**src/rtl/mac_bfusion1d_pkg.sv**
```systemverilog
// Shared definitions for the BitFusion 1D MAC sequencer slice.
package mac_bfusion1d_pkg;

  // Cycles from operand accept to the result being visible on mac_z
  // (input reg, mult reg, z reg).
  localparam int PIPE_LAT = 3;

  typedef enum logic [1:0] {
    IDLE,
    ACC,
    GAP
  } seq_state_t;

  // Accumulator width for a given headroom.
  function automatic int zw(input int headroom);
    return 16 + headroom;
  endfunction

endpackage

```
**src/rtl/mac_bfusion1d_res_fifo.sv**
```systemverilog
// Small result FIFO with count output; push and pop may coincide when full.
module mac_bfusion1d_res_fifo #(
  parameter int WIDTH = 20,
  parameter int DEPTH = 2
) (
  input  logic                       clk,
  input  logic                       rst_n,
  input  logic                       push,
  input  logic [WIDTH-1:0]           push_data,
  input  logic                       pop,
  output logic [WIDTH-1:0]           pop_data,
  output logic                       valid,
  output logic [$clog2(DEPTH+1)-1:0] count
);

  localparam int PW = (DEPTH > 1) ? $clog2(DEPTH) : 1;
  localparam int CW = $clog2(DEPTH + 1);

  logic [WIDTH-1:0] mem_q [DEPTH];
  logic [PW-1:0]    wr_ptr_q, wr_ptr_d;
  logic [PW-1:0]    rd_ptr_q, rd_ptr_d;
  logic [CW-1:0]    count_q, count_d;
  logic             do_push, do_pop;

  function automatic logic [PW-1:0] ptr_inc(input logic [PW-1:0] p);
    return (p == PW'(DEPTH - 1)) ? '0 : p + 1'b1;
  endfunction

  // Pointer and occupancy next-state; a push into a full FIFO is only taken
  // when a pop frees the head slot in the same cycle.
  always_comb begin
    do_pop   = pop && (count_q != '0);
    do_push  = push && ((count_q != CW'(DEPTH)) || do_pop);
    wr_ptr_d = do_push ? ptr_inc(wr_ptr_q) : wr_ptr_q;
    rd_ptr_d = do_pop ? ptr_inc(rd_ptr_q) : rd_ptr_q;
    count_d  = count_q;
    if (do_push && !do_pop) begin
      count_d = count_q + 1'b1;
    end else if (do_pop && !do_push) begin
      count_d = count_q - 1'b1;
    end
  end

  // Control registers with synchronous active-low reset.
  always_ff @(posedge clk) begin
    if (!rst_n) begin
      wr_ptr_q <= '0;
      rd_ptr_q <= '0;
      count_q  <= '0;
    end else begin
      wr_ptr_q <= wr_ptr_d;
      rd_ptr_q <= rd_ptr_d;
      count_q  <= count_d;
    end
  end

  // Storage write; contents need no reset since count gates visibility.
  always_ff @(posedge clk) begin
    if (do_push) begin
      mem_q[wr_ptr_q] <= push_data;
    end
  end

  assign pop_data = mem_q[rd_ptr_q];
  assign valid    = (count_q != '0);
  assign count    = count_q;

endmodule

```
**src/rtl/mac_bfusion1d_seq.sv**
```systemverilog
// Operand sequencer and result capture for the 1D 1-level BitFusion MAC.
module mac_bfusion1d_seq
  import mac_bfusion1d_pkg::*;
#(
  parameter int HEADROOM  = 4,
  parameter int RES_DEPTH = 2
) (
  input  logic                      clk,
  input  logic                      rst_n,
  input  logic                      cfg_mode,
  input  logic                      s_valid,
  output logic                      s_ready,
  input  logic [15:0]               s_a,
  input  logic [7:0]                s_w,
  input  logic                      s_last,
  output logic [15:0]               mac_a,
  output logic [7:0]                mac_w,
  output logic                      mac_mode,
  output logic                      mac_accu_rst,
  input  logic [zw(HEADROOM)-1:0]   mac_z,
  output logic                      m_valid,
  input  logic                      m_ready,
  output logic [zw(HEADROOM)-1:0]   m_data,
  output logic                      busy
);

  localparam int ZW = zw(HEADROOM);
  localparam int LW = 13 + HEADROOM;  // live accumulator bits in 2x 8x4b mode
  localparam int CW = $clog2(RES_DEPTH + 1);

  seq_state_t           state_q, state_d;
  logic [PIPE_LAT-1:0]  lastp_q, lastp_d;
  logic [CW-1:0]        pending_q, pending_d;
  logic                 mode_q, mode_d;

  logic [CW-1:0]        fifo_count;
  logic                 fifo_valid;
  logic                 rdy_int;
  logic                 accept;
  logic                 first_beat;
  logic                 capture;
  logic                 credit_ok;
  logic                 mode_block;
  logic [ZW-1:0]        result;

  // Handshake, sequencing and credit next-state.
  always_comb begin
    credit_ok  = (int'(fifo_count) + int'(pending_q)) < RES_DEPTH;
    // A mode switch must wait until the previous window's capture, because
    // the MAC applies mode to in-flight products without registering it.
    mode_block = (cfg_mode != mode_q) && (lastp_q != '0);
    rdy_int    = 1'b0;
    case (state_q)
      IDLE:    rdy_int = credit_ok && !mode_block;
      ACC:     rdy_int = 1'b1;
      GAP:     rdy_int = 1'b0;
      default: rdy_int = 1'b0;
    endcase
    s_ready    = rst_n && rdy_int;
    accept     = s_valid && s_ready;
    first_beat = accept && (state_q == IDLE);
    capture    = lastp_q[PIPE_LAT-1];

    state_d = state_q;
    case (state_q)
      IDLE:    if (first_beat) state_d = s_last ? GAP : ACC;
      ACC:     if (accept && s_last) state_d = GAP;
      GAP:     state_d = IDLE;
      default: state_d = IDLE;
    endcase

    lastp_d = {lastp_q[PIPE_LAT-2:0], accept && s_last};

    pending_d = pending_q;
    if (first_beat && !capture) begin
      pending_d = pending_q + 1'b1;
    end else if (capture && !first_beat) begin
      pending_d = pending_q - 1'b1;
    end

    mode_d = first_beat ? cfg_mode : mode_q;

    // Upper accumulator bits are not maintained by the MAC in split mode.
    result = mode_q ? {{(ZW - LW){mac_z[LW-1]}}, mac_z[LW-1:0]} : mac_z;
  end

  // Sequencer state registers with synchronous active-low reset.
  always_ff @(posedge clk) begin
    if (!rst_n) begin
      state_q   <= IDLE;
      lastp_q   <= '0;
      pending_q <= '0;
      mode_q    <= 1'b0;
    end else begin
      state_q   <= state_d;
      lastp_q   <= lastp_d;
      pending_q <= pending_d;
      mode_q    <= mode_d;
    end
  end

  mac_bfusion1d_res_fifo #(
    .WIDTH (ZW),
    .DEPTH (RES_DEPTH)
  ) u_res_fifo (
    .clk       (clk),
    .rst_n     (rst_n),
    .push      (capture),
    .push_data (result),
    .pop       (m_ready),
    .pop_data  (m_data),
    .valid     (fifo_valid),
    .count     (fifo_count)
  );

  // Stalls feed zeros so they add nothing to the accumulator.
  assign mac_a        = accept ? s_a : '0;
  assign mac_w        = accept ? s_w : '0;
  assign mac_accu_rst = first_beat;
  assign mac_mode     = rst_n && mode_q;
  assign m_valid      = rst_n && fifo_valid;
  assign busy         = rst_n && ((state_q != IDLE) || (pending_q != '0) || (fifo_count != '0));

endmodule

```
**config.mk**
```make
export PLATFORM = sky130hd
export DESIGN_NAME = mac_bfusion1d_seq
export DESIGN_NICKNAME = d
export VERILOG_FILES = /design/src/rtl/mac_bfusion1d_pkg.sv /design/src/rtl/mac_bfusion1d_res_fifo.sv /design/src/rtl/mac_bfusion1d_seq.sv
export SDC_FILE = /design/constraint.sdc
export NUM_CORES = 1
export LEC_CHECK = 0
export BUFFER_PORTS_ARGS = -buffer_cell sky130_fd_sc_hd__buf_2
export CORE_ASPECT_RATIO = 0.8
export CORE_MARGIN = 2
export CORE_UTILIZATION = 43
export DETAILED_ROUTE_END_ITERATION = 10
export HOLD_SLACK_MARGIN = 0.15
export PLACE_DENSITY = 0.76
export RECOVER_POWER = 100
export SLEW_MARGIN = 15
export SYNTH_ARGS = -nofsm -noshare
export SYNTH_HDL_FRONTEND = slang
export SYNTH_SLANG_ARGS = --single-unit
```
**constraint.sdc**
```tcl
create_clock -name clk -period 2.3 [get_ports clk]
set_clock_uncertainty 0.1 [all_clocks]
set_input_delay 0.23 -clock clk [delete_from_list [all_inputs] [get_ports clk]]
set_output_delay 0.23 -clock clk [all_outputs]
set_load 0.01 [all_outputs]
```
# Yosys cells after proc, flatten, opt, wreduce, memory -nomap -nowiden
# Memories as Yosys holds them, arrays and structs flattened. A register that Yosys moved wholly into a read port is not among the register bits.
# Index checks and enable logic that the tools add are counted.
# word_totals
ff_bits,12
ramBits,40
output_inout_bits,49
word_cells,70
n_memories,1
# memory_table
memory,words,width,read_ports,rd_clocked_by_memory_dff,write_ports,line_no,text
u_res_fifo.mem_q,2,20,1,1,1,mac_bfusion1d_res_fifo.sv:19,logic [WIDTH-1:0] mem_q [DEPTH];
# classes
n_addsub,7
n_lt_le_gt_ge,1
eq_ne,5
mux,18
reduce_logical,31
# op_table
cell,count
two-way mux 20 bit,1
two-way mux 16 bit,1
logical AND 1 bit,15
two-way mux 2 bit,7
nonzero test 2 bit,5
two-way mux 8 bit,1
two-way mux 1 bit,6
"!= test 2 bit, second input constant",3
logical NOT 1 bit,5
"adder 2 x 1 -> 2 bit, second input constant",2
one-hot mux 2 bit (2 select lines),1
"subtractor 2 x 1 -> 2 bit, second input constant",2
adder 2 x 2 -> 3 bit,1
logical OR 1 bit,3
"less-than comparator 3 x 2 -> 1 bit, second input constant",1
nonzero test 3 bit,1
"adder 1 bit, second input constant",2
"equality test 2 x 1 -> 1 bit, second input constant",1
logical NOT 2 bit,1
one-hot mux 1 bit (2 select lines),1
AND reduction 2 bit,1
!= test 1 bit,1

# Depth between registers and ports, before layout
# Gate-level depths: netlist of run 1.
# depth
depth_word,12
mapped_depth,9

# Cells and area by module
# Synthesis of run 1 repeated with hierarchy kept, for this count alone.
# hier_totals
cells_unflattened,197
hier_area_um2,2404.8
# modules_own_cells
module,instances,cells_per_inst,area_each_um2,seq_area_each_um2
mac_bfusion1d_res_fifo,1,86,1671.6,1301.2
mac_bfusion1d_seq,1,111,733.2,160.2

# Least setup slack after synthesis of run 1
# No wires, ideal clock.
# synth_path
path_type,reg-to-reg
startpoint,"reg u_res_fifo.count_q[0], in the netlist u_res_fifo.count[0]"
endpoint,reg pending_q[1]
arrival_ps,2320
slack_ps,-191
path_stages_with_launch,9
path_buffers,0
synth_period_minus_slack_ps,2491
cell_sequence,dfxtp_1 -> nand2_1 -> fa_1 -> nor4bb_1 -> o211ai_1 -> inv_1 -> ha_1 -> or3_1 -> a21oi_1
# synth_via
elab_chain_cells,10
elab_cells_between_ends,12
# synth_rtl
element,line_no,text
from (decl),mac_bfusion1d_res_fifo.sv:22,"logic [CW-1:0] count_q, count_d;"
from (signal assigned),mac_bfusion1d_res_fifo.sv:53,count_q <= count_d;
adder 2 x 2 -> 3 bit *,mac_bfusion1d_seq.sv:48,credit_ok = (int'(fifo_count) + int'(pending_q)) < RES_DEPTH;
less-than comparator 3 x 2 -> 1 bit *,mac_bfusion1d_seq.sv:48,
logical AND 1 bit *,mac_bfusion1d_seq.sv:54,IDLE: rdy_int = credit_ok && !mode_block;
one-hot mux 1 bit (2 select lines) *,mac_bfusion1d_seq.sv:53,case (state_q)
logical AND 1 bit *,mac_bfusion1d_seq.sv:59,s_ready = rst_n && rdy_int;
logical AND 1 bit *,mac_bfusion1d_seq.sv:60,accept = s_valid && s_ready;
logical AND 1 bit *,mac_bfusion1d_seq.sv:61,first_beat = accept && (state_q == IDLE);
named net mac_accu_rst,mac_bfusion1d_seq.sv:19,"output logic mac_accu_rst,"
logical NOT 1 bit,mac_bfusion1d_seq.sv:77,end else if (capture && !first_beat) begin
logical AND 1 bit,mac_bfusion1d_seq.sv:77,
nonzero test 2 bit (no line),-,
to (signal assigned),mac_bfusion1d_seq.sv:97,pending_q <= pending_d;
to (decl),mac_bfusion1d_seq.sv:33,"logic [CW-1:0] pending_q, pending_d;"
# The timed path passes the listed nets; every way through them passes the cells marked *.
# A chain may end at the register's enable or synchronous reset.

# Worst setup path after layout of run 1
# layout_path
startpoint,reg pending_q[0]
endpoint,reg pending_q[1]
# layout_via
elab_chain_cells,10
elab_cells_between_ends,15
# layout_rtl
element,line_no
adder 2 x 2 -> 3 bit,mac_bfusion1d_seq.sv:48
less-than comparator 3 x 2 -> 1 bit,mac_bfusion1d_seq.sv:48
logical AND 1 bit,mac_bfusion1d_seq.sv:54
one-hot mux 1 bit (2 select lines),mac_bfusion1d_seq.sv:53
logical AND 1 bit,mac_bfusion1d_seq.sv:59
logical AND 1 bit,mac_bfusion1d_seq.sv:60
logical AND 1 bit,mac_bfusion1d_seq.sv:61
logical NOT 1 bit,mac_bfusion1d_seq.sv:77
logical AND 1 bit,mac_bfusion1d_seq.sv:77
nonzero test 2 bit (no line),-
# Several ways; a longest one is shown, not always the timed one. The select of a mux whose other input is x is not followed.

==> results.ini, run 1 <==
[floorplan]
design.die.area_um2=6150
core_area_um2=5410
std_cell_rows=24
ioPinCount=99
start_util_pct=44.1
chipHeight_um=70.6
die-width_um=87.2

[timing]
finalMaxSlewViolations=0
final.setup.worst_slack_ns=-0.0623
setup-tns-final_ns=-0.0969
rsz0062_at_grt=yes
final-setup-viol-count=4
timing.max_slew.rel_slack_pct=37.5
timing.final.crit_period_ns=2.36
clock.fmax_mhz=423
worst_pin_slew_ns=0.937
final_hold_fails=0
timing.final.crit_share_pct=103

[global_routing]
antenna_found_initial=0
grt_pass1_vias=1907
grt_usage_pct=17.7
gr-total-overflow=0
grt_start_max_net_pins=28
grt_first_pass_wirelength_um=8410

[synthesis]
ys_top_cells_by_area=sky130_fd_sc_hd__edfxtp_1 50%, sky130_fd_sc_hd__dfxtp_1 11%, sky130_fd_sc_hd__mux2_2 9.5%
synth-xor-area-share_pct=2.21
synth.top_cells.by_count=40 x sky130_fd_sc_hd__edfxtp_1, 31 x sky130_fd_sc_hd__a21oi_1, 30 x sky130_fd_sc_hd__nand2_1, 20 x sky130_fd_sc_hd__mux2_2
netlist_instances=198
synth_compound_area_share_pct=10.4
yosys_register_bits=53
yosys.area.top_type=sky130_fd_sc_hd__edfxtp_1
combinational_family_with_the_most_area_after_synthesis=compound AO/OA/AOI/OAI gates
netlist.area_leader.share_pct=50.4
synth_enable_flop_cells=40
mapped_avg_cell_area_um2=12.0
synth.area.mux_share_pct=9.88
synthesis.nets=251
synth-main-ff-cell=sky130_fd_sc_hd__edfxtp_1
synth-simple-area-share_pct=9.88
post_synth_fa_ha_maj_area_fraction_pct=1.89
post_synth_instance_area_um2=2380
synth_async_sr_flop_share_pct=0
synth_sequential_area_ratio_pct=61.4
yosys.cell_count.top_type=sky130_fd_sc_hd__edfxtp_1
yosys_warnings=0
synth_cell_types=30

[pwr]
power.combinational.fraction_pct=41.7
power.density_nw_per_um2=832
power_switching_share_pct=35.2
peak_ir_drop_on_the_vdd_network_mv=0.539
power.net_switching_mw=1.00
portion_of_total_power_attributed_to_sequential_cells_pct=40.0
total_leakage_power_nw=1.37
power.share.clock_pct=18.3
cellInternalPower_mw=1.84

[layout]
antenna-diode-count=0
num-nets-final=379
fraction_of_the_core_area_covered_by_cells_at_the_end_of_the_flow_pct=63.2
layout.cells.non_filler=392
synthToLayoutAreaGrowth_pct=43.5
drive_gt1_share_pct=43.1
nFillCells=453

[setup_path]
category_of_the_critical_setup_timing_path=reg2reg
worst-endpoint-arrival_ns=2.50
setup.worst_path.start=pending_q[0]
cp.required_ns=2.44
r2r-start=pending_q[0]
worst-path-max-fanout=4
worst_setup_path_start_kind=register
crit_path_end_kind=register

[clock_tree]
cts_htree_levels=2
clkSlewWorstSetupHoldPaths_ns=0.09
clk_path_buf_depth=2
cts_buffers=5
clock_latency_ns=0.30
clockRootBuffer=sky130_fd_sc_hd__clkbuf_8
cts_tree=done
cts.sinks=53

[routing]
post-route-drc-count=0
detail_route.vias_per_cell=4.95
vias=1940
wirelength_um=5580
detail_route.first_pass.iterations=4
wire_per_inst_um=14.2
first_iter_violations=74
detail-route-antenna-nets=0

[placement]
hpwlAfterDp_um=3510
port_buffers=98
gp_routability_congestion=0.745
place_inst=358

[status]
failing_checks=setup timing
outcome=complete, but fails checks

[min_path]
worst_min_path_start=s_valid
hold_path.class=in2reg

[job]
max-cap-violations=0

==> registers in the layout (all words and copies together) (netlist names), named ones only <==
signal	count
mode_q	1
u_res_fifo.mem_q	40
state_q	2
u_res_fifo.wr_ptr_q	1
u_res_fifo.rd_ptr_q	1
lastp_q	3
pending_q	2
u_res_fifo.count	2
==> cells by family (layout without fill, tap and decap cells) <==
family | count (synthesis) | count (layout)
DFF | 53 | 53
and+or+nand+nor | 49 | 49
AOI/OAI and AO/OA | 43 | 46
buffers and inverters | 23 | 149
muxes | 21 | 21
xor gates and xnor gates | 6 | 6
adders and majority gates | 3 | 3
==> cell type report <==
cell class	count	area, um^2	area share (%)
clock buffers	5	68.8	2.01
clock inverters	3	22.5	0.659
inverters	13	48.8	1.43
multi-input cells	125	991	29.0
flip-flops and latches	53	1470	43.0
well taps	65	81.3	2.38
repair buffers	128	733	21.5
==> critical path: stages, from the launching register on <==
cell	delay, ns
sky130_fd_sc_hd__dfxtp_4	0.38
sky130_fd_sc_hd__nand2_2	0.05
sky130_fd_sc_hd__fa_2	0.53
sky130_fd_sc_hd__nor4bb_1	0.24
sky130_fd_sc_hd__o211ai_1	0.18
sky130_fd_sc_hd__inv_2	0.12
sky130_fd_sc_hd__ha_4	0.21
sky130_fd_sc_hd__or3_4	0.37
sky130_fd_sc_hd__a21oi_2	0.11
==> path summary, 6_finish.rpt <==
kind,endpoint,slack [ns],cells after the start
hold reg to reg,lastp_q[1],0.41,1
setup / recovery,pending_q[1],-0.06,8
hold / removal,state_q[0],0.18,3
setup reg to reg,pending_q[1],-0.06,8
==> power by group through the flow <==
stage          clock, mW  sequential [mW]  combinational [mW]
3_5_place_dp           0             1.16               0.917
5_1_grt            0.582             1.14                1.30
2_1_floorplan          0             1.16               0.645
4_1_cts            0.527             1.13                1.04
6_report           0.520             1.14                1.19
3_3_place_gp           0             1.15               0.894
==> metrics by stage <==
stage	setup WS, ns	instance area [um^2]	hold WS [ns]	power (mW)
5_1_grt	-0.127	3420	0.168	3.02
2_1_floorplan	0.00791	2400	0.229	1.80
3_3_place_gp	0.0999	2970	0.318	2.05
3_5_place_dp	0.0287	2970	0.322	2.07
4_1_cts	-0.0587	3320	0.174	2.70
6_report	-0.0623	3420	0.181	2.84
==> cell usage in the layout, fill, tap and decap left out, types with 2 or more instances in the layout <==
master	instances
sky130_fd_sc_hd__a21oi_1	13
sky130_fd_sc_hd__a21oi_2	18
sky130_fd_sc_hd__and2_1	4
sky130_fd_sc_hd__buf_2	72
sky130_fd_sc_hd__buf_4	6
sky130_fd_sc_hd__clkbuf_1	27
sky130_fd_sc_hd__clkbuf_8	5
sky130_fd_sc_hd__clkinv_4	2
sky130_fd_sc_hd__dfxtp_1	10
sky130_fd_sc_hd__dfxtp_4	2
sky130_fd_sc_hd__dlygate4sd3_1	21
sky130_fd_sc_hd__edfxtp_1	40
sky130_fd_sc_hd__inv_1	11
sky130_fd_sc_hd__inv_2	2
sky130_fd_sc_hd__mux2_2	20
sky130_fd_sc_hd__nand2_1	29
sky130_fd_sc_hd__nor2_1	6
sky130_fd_sc_hd__o2111ai_4	4
sky130_fd_sc_hd__o21ai_0	7
sky130_fd_sc_hd__xor2_1	5
==> timing repair <==
item,in CTS,in global routing
hold endpoints to repair,40,0
hold buffers,21,0
resized for setup,1,26
endpoints found under the setup margin,25,27
pin swaps,0,4
buffers inserted,1,1
cloned,2,1
==> layer usage <==
| metal | GRT usage [%] | share of wire, % | vias up |
|---|---|---|---|
| met5 | 0 | 0 | - |
| met4 | 6.15 | 1.1 | 0 |
| met3 | 5.13 | 6.9 | 7 |
| met2 | 31.1 | 49 | 71 |
| met1 | 20.5 | 43 | 893 |
| li1 | - | - | 969 |
(Power assumes the default switching activity.)
==> run 2, diff against run 1 <==
Settings changed: CORE_UTILIZATION 43 to 40, PLACE_DENSITY 0.76 to 0.71, REMOVE_ABC_BUFFERS from default to 1.
==> run 2 against run 1 <==
Net effect: worst setup slack improved by 0.039 ns; combinational power decreased by 4%; critical path type unchanged; critical endpoint unchanged; sequential power barely moved; sequential cell count unchanged; global-route usage shrank 1.4 points; first-iteration DRC count decreased by 30%; largest power group unchanged; the run still ends with setup timing left; non-clock buffer count increased by 7; critical path depth is the same.
==> results.ini, run 2 (synthesis results as in run 1) <==
[timing]
rsz0062_at_grt=yes
clock.fmax_mhz=430
worst_pin_slew_ns=0.955
final-setup-viol-count=2
whs_ns=0.211
timing.final.crit_share_pct=101
finalMaxSlewViolations=0
timing.max_slew.rel_slack_pct=36.3
timing.final.crit_period_ns=2.32
final.setup.worst_slack_ns=-0.0232
final_hold_fails=0

[layout]
reg_top3=u_res_fifo.mem_q x40, lastp_q x3
layout.cells.most_common=sky130_fd_sc_hd__buf_2
num-nets-final=385
synthToLayoutAreaGrowth_pct=44.1
fraction_of_the_core_area_covered_by_cells_at_the_end_of_the_flow_pct=59.0
antenna-diode-count=0
final_cell_mix=85 x sky130_fd_sc_hd__buf_2, 40 x sky130_fd_sc_hd__edfxtp_1, 29 x sky130_fd_sc_hd__nand2_1
finalInstanceArea_um2=3430
nFillCells=510
multi_input_comb_area_um2=910
drive_gt1_share_pct=43.8
largest_register_ffs=40
reg_with_most_ffs=u_res_fifo.mem_q
layout.area.seq_um2=1470

[placement]
port_buffers=98
gp_routability_congestion=0.778
dpl_worst_slack_ns=-0.126
hpwlAfterDp_um=3310
place_area_um2=2990

[floorplan]
core_area_um2=5820
chipHeight_um=73.0
die-width_um=90.3
std_cell_rows=25
ioPinCount=99
start_util_pct=40.9
design.die.area_um2=6590

[setup_path]
worst-path-max-fanout=2
crit_path_end_kind=register
worst_setup_path_start_kind=register
category_of_the_critical_setup_timing_path=reg2reg
setup.worst_path.start=u_res_fifo.count[1]
cp.required_ns=2.42
r2r-start=u_res_fifo.count[1]
worst-endpoint-arrival_ns=2.45

[pwr]
power.density_nw_per_um2=810
power.net_switching_mw=0.919
portion_of_total_power_attributed_to_sequential_cells_pct=40.8
power.combinational.fraction_pct=40.9
power.share.clock_pct=18.3
final_power_mw=2.78
peak_ir_drop_on_the_vdd_network_mv=0.514
power_switching_share_pct=33.1
total_leakage_power_nw=1.45
cellInternalPower_mw=1.86

[min_path]
worst_min_path_start=mac_z[19]
hold_path.class=in2reg

[global_routing]
antenna_found_initial=0
grt_most_used_layer=met2
grt_start_max_net_pins=28
grt_usage_pct=16.2
global_route.usage.met1_pct=21.1
grt_pass1_vias=1824
groute.layer.met2.usage_pct=28.7
grt_first_pass_wirelength_um=8520
gr-total-overflow=0
grtUsageMet3_pct=3.51

[clock_tree]
cts_htree_levels=2
cts_tree=done
clkSlewWorstSetupHoldPaths_ns=0.09
clk_path_buf_depth=2
cts_buffers=5
cts.sinks=53
clock_latency_ns=0.29
clockRootBuffer=sky130_fd_sc_hd__clkbuf_8

[routing]
wirelength_um=5370
detail_route.first_pass.iterations=4
wire_per_inst_um=13.0
vias=1948
detail-route-antenna-nets=0
detail_route.vias_per_cell=4.71
first_iter_violations=52
post-route-drc-count=0

[status]
outcome=complete, but fails checks
failing_checks=setup timing

[job]
max-cap-violations=0

## run 2: cell count changes in the layout (fill, tap and decap cells not counted), sizes merged
cell         delta
buf            +22
clkbuf         -16
dlygate4sd3     +1
o2111ai         -1
## run 2: final timing paths
path,endpoint,slack [ns],depth (start not counted)
setup / recovery,pending_q[1],-0.02,8
setup reg to reg,pending_q[1],-0.02,8
hold / removal,u_res_fifo.mem_q[0][19],0.21,3
hold reg to reg,lastp_q[1],0.41,1
## run 2: per-stage QoR
stage,TNS [ns],cells
detailed placement,-0.126,377
global placement,-0.0733,377
CTS,0,412
finish,-0.0310,414
floorplan,-0.215,188
global route,-1.90,414
## run 2: critical path, cell delays in order (launching register included)
cell and delay, ns:
sky130_fd_sc_hd__dfxtp_2 0.35, sky130_fd_sc_hd__inv_2 0.04, sky130_fd_sc_hd__fa_1 0.55, sky130_fd_sc_hd__nor4bb_4 0.19, sky130_fd_sc_hd__o211ai_1 0.16, sky130_fd_sc_hd__inv_1 0.15
sky130_fd_sc_hd__ha_4 0.22, sky130_fd_sc_hd__or3_4 0.37, sky130_fd_sc_hd__a21oi_2 0.15
## run 2: repair_timing
item	4_1_cts	5_1_grt
endpoints found under the hold margin	40	0
endpoints found under the setup margin	27	23
pin swaps	7	3
setup buffers	3	2
cloned	2	0
hold buffers	22	0
resized for setup	9	8
## run 2: routing by layer
| metal | up-vias | part of all wire (%) |
|---|---|---|
| met4 | 0 | 0.15 |
| met3 | 2 | 5.3 |
| met1 | 908 | 44 |
| li1 | 976 | - |
| met2 | 62 | 50 |
| met5 | - | 0 |
## run 2: final cells by class
| cell class | instances | share of cell area (%) |
|---|---|---|
| clock buffers | 5 | 2.01 |
| clock inverters | 3 | 0.656 |
| inverters | 13 | 1.42 |
| multi-input cells | 124 | 26.5 |
| flip-flops and latches | 53 | 42.7 |
| well taps | 81 | 2.95 |
| repair buffers | 135 | 23.7 |
## run 2: power by group through the flow
stage               Sequential (mW)  Combinational (mW)  Clock (mW)
finish                         1.13                1.14       0.508
global route                   1.14                1.25       0.545
CTS                            1.13                1.07       0.521
detailed placement             1.15               0.918           0
global placement               1.14               0.906           0
floorplan                      1.18               0.535           0
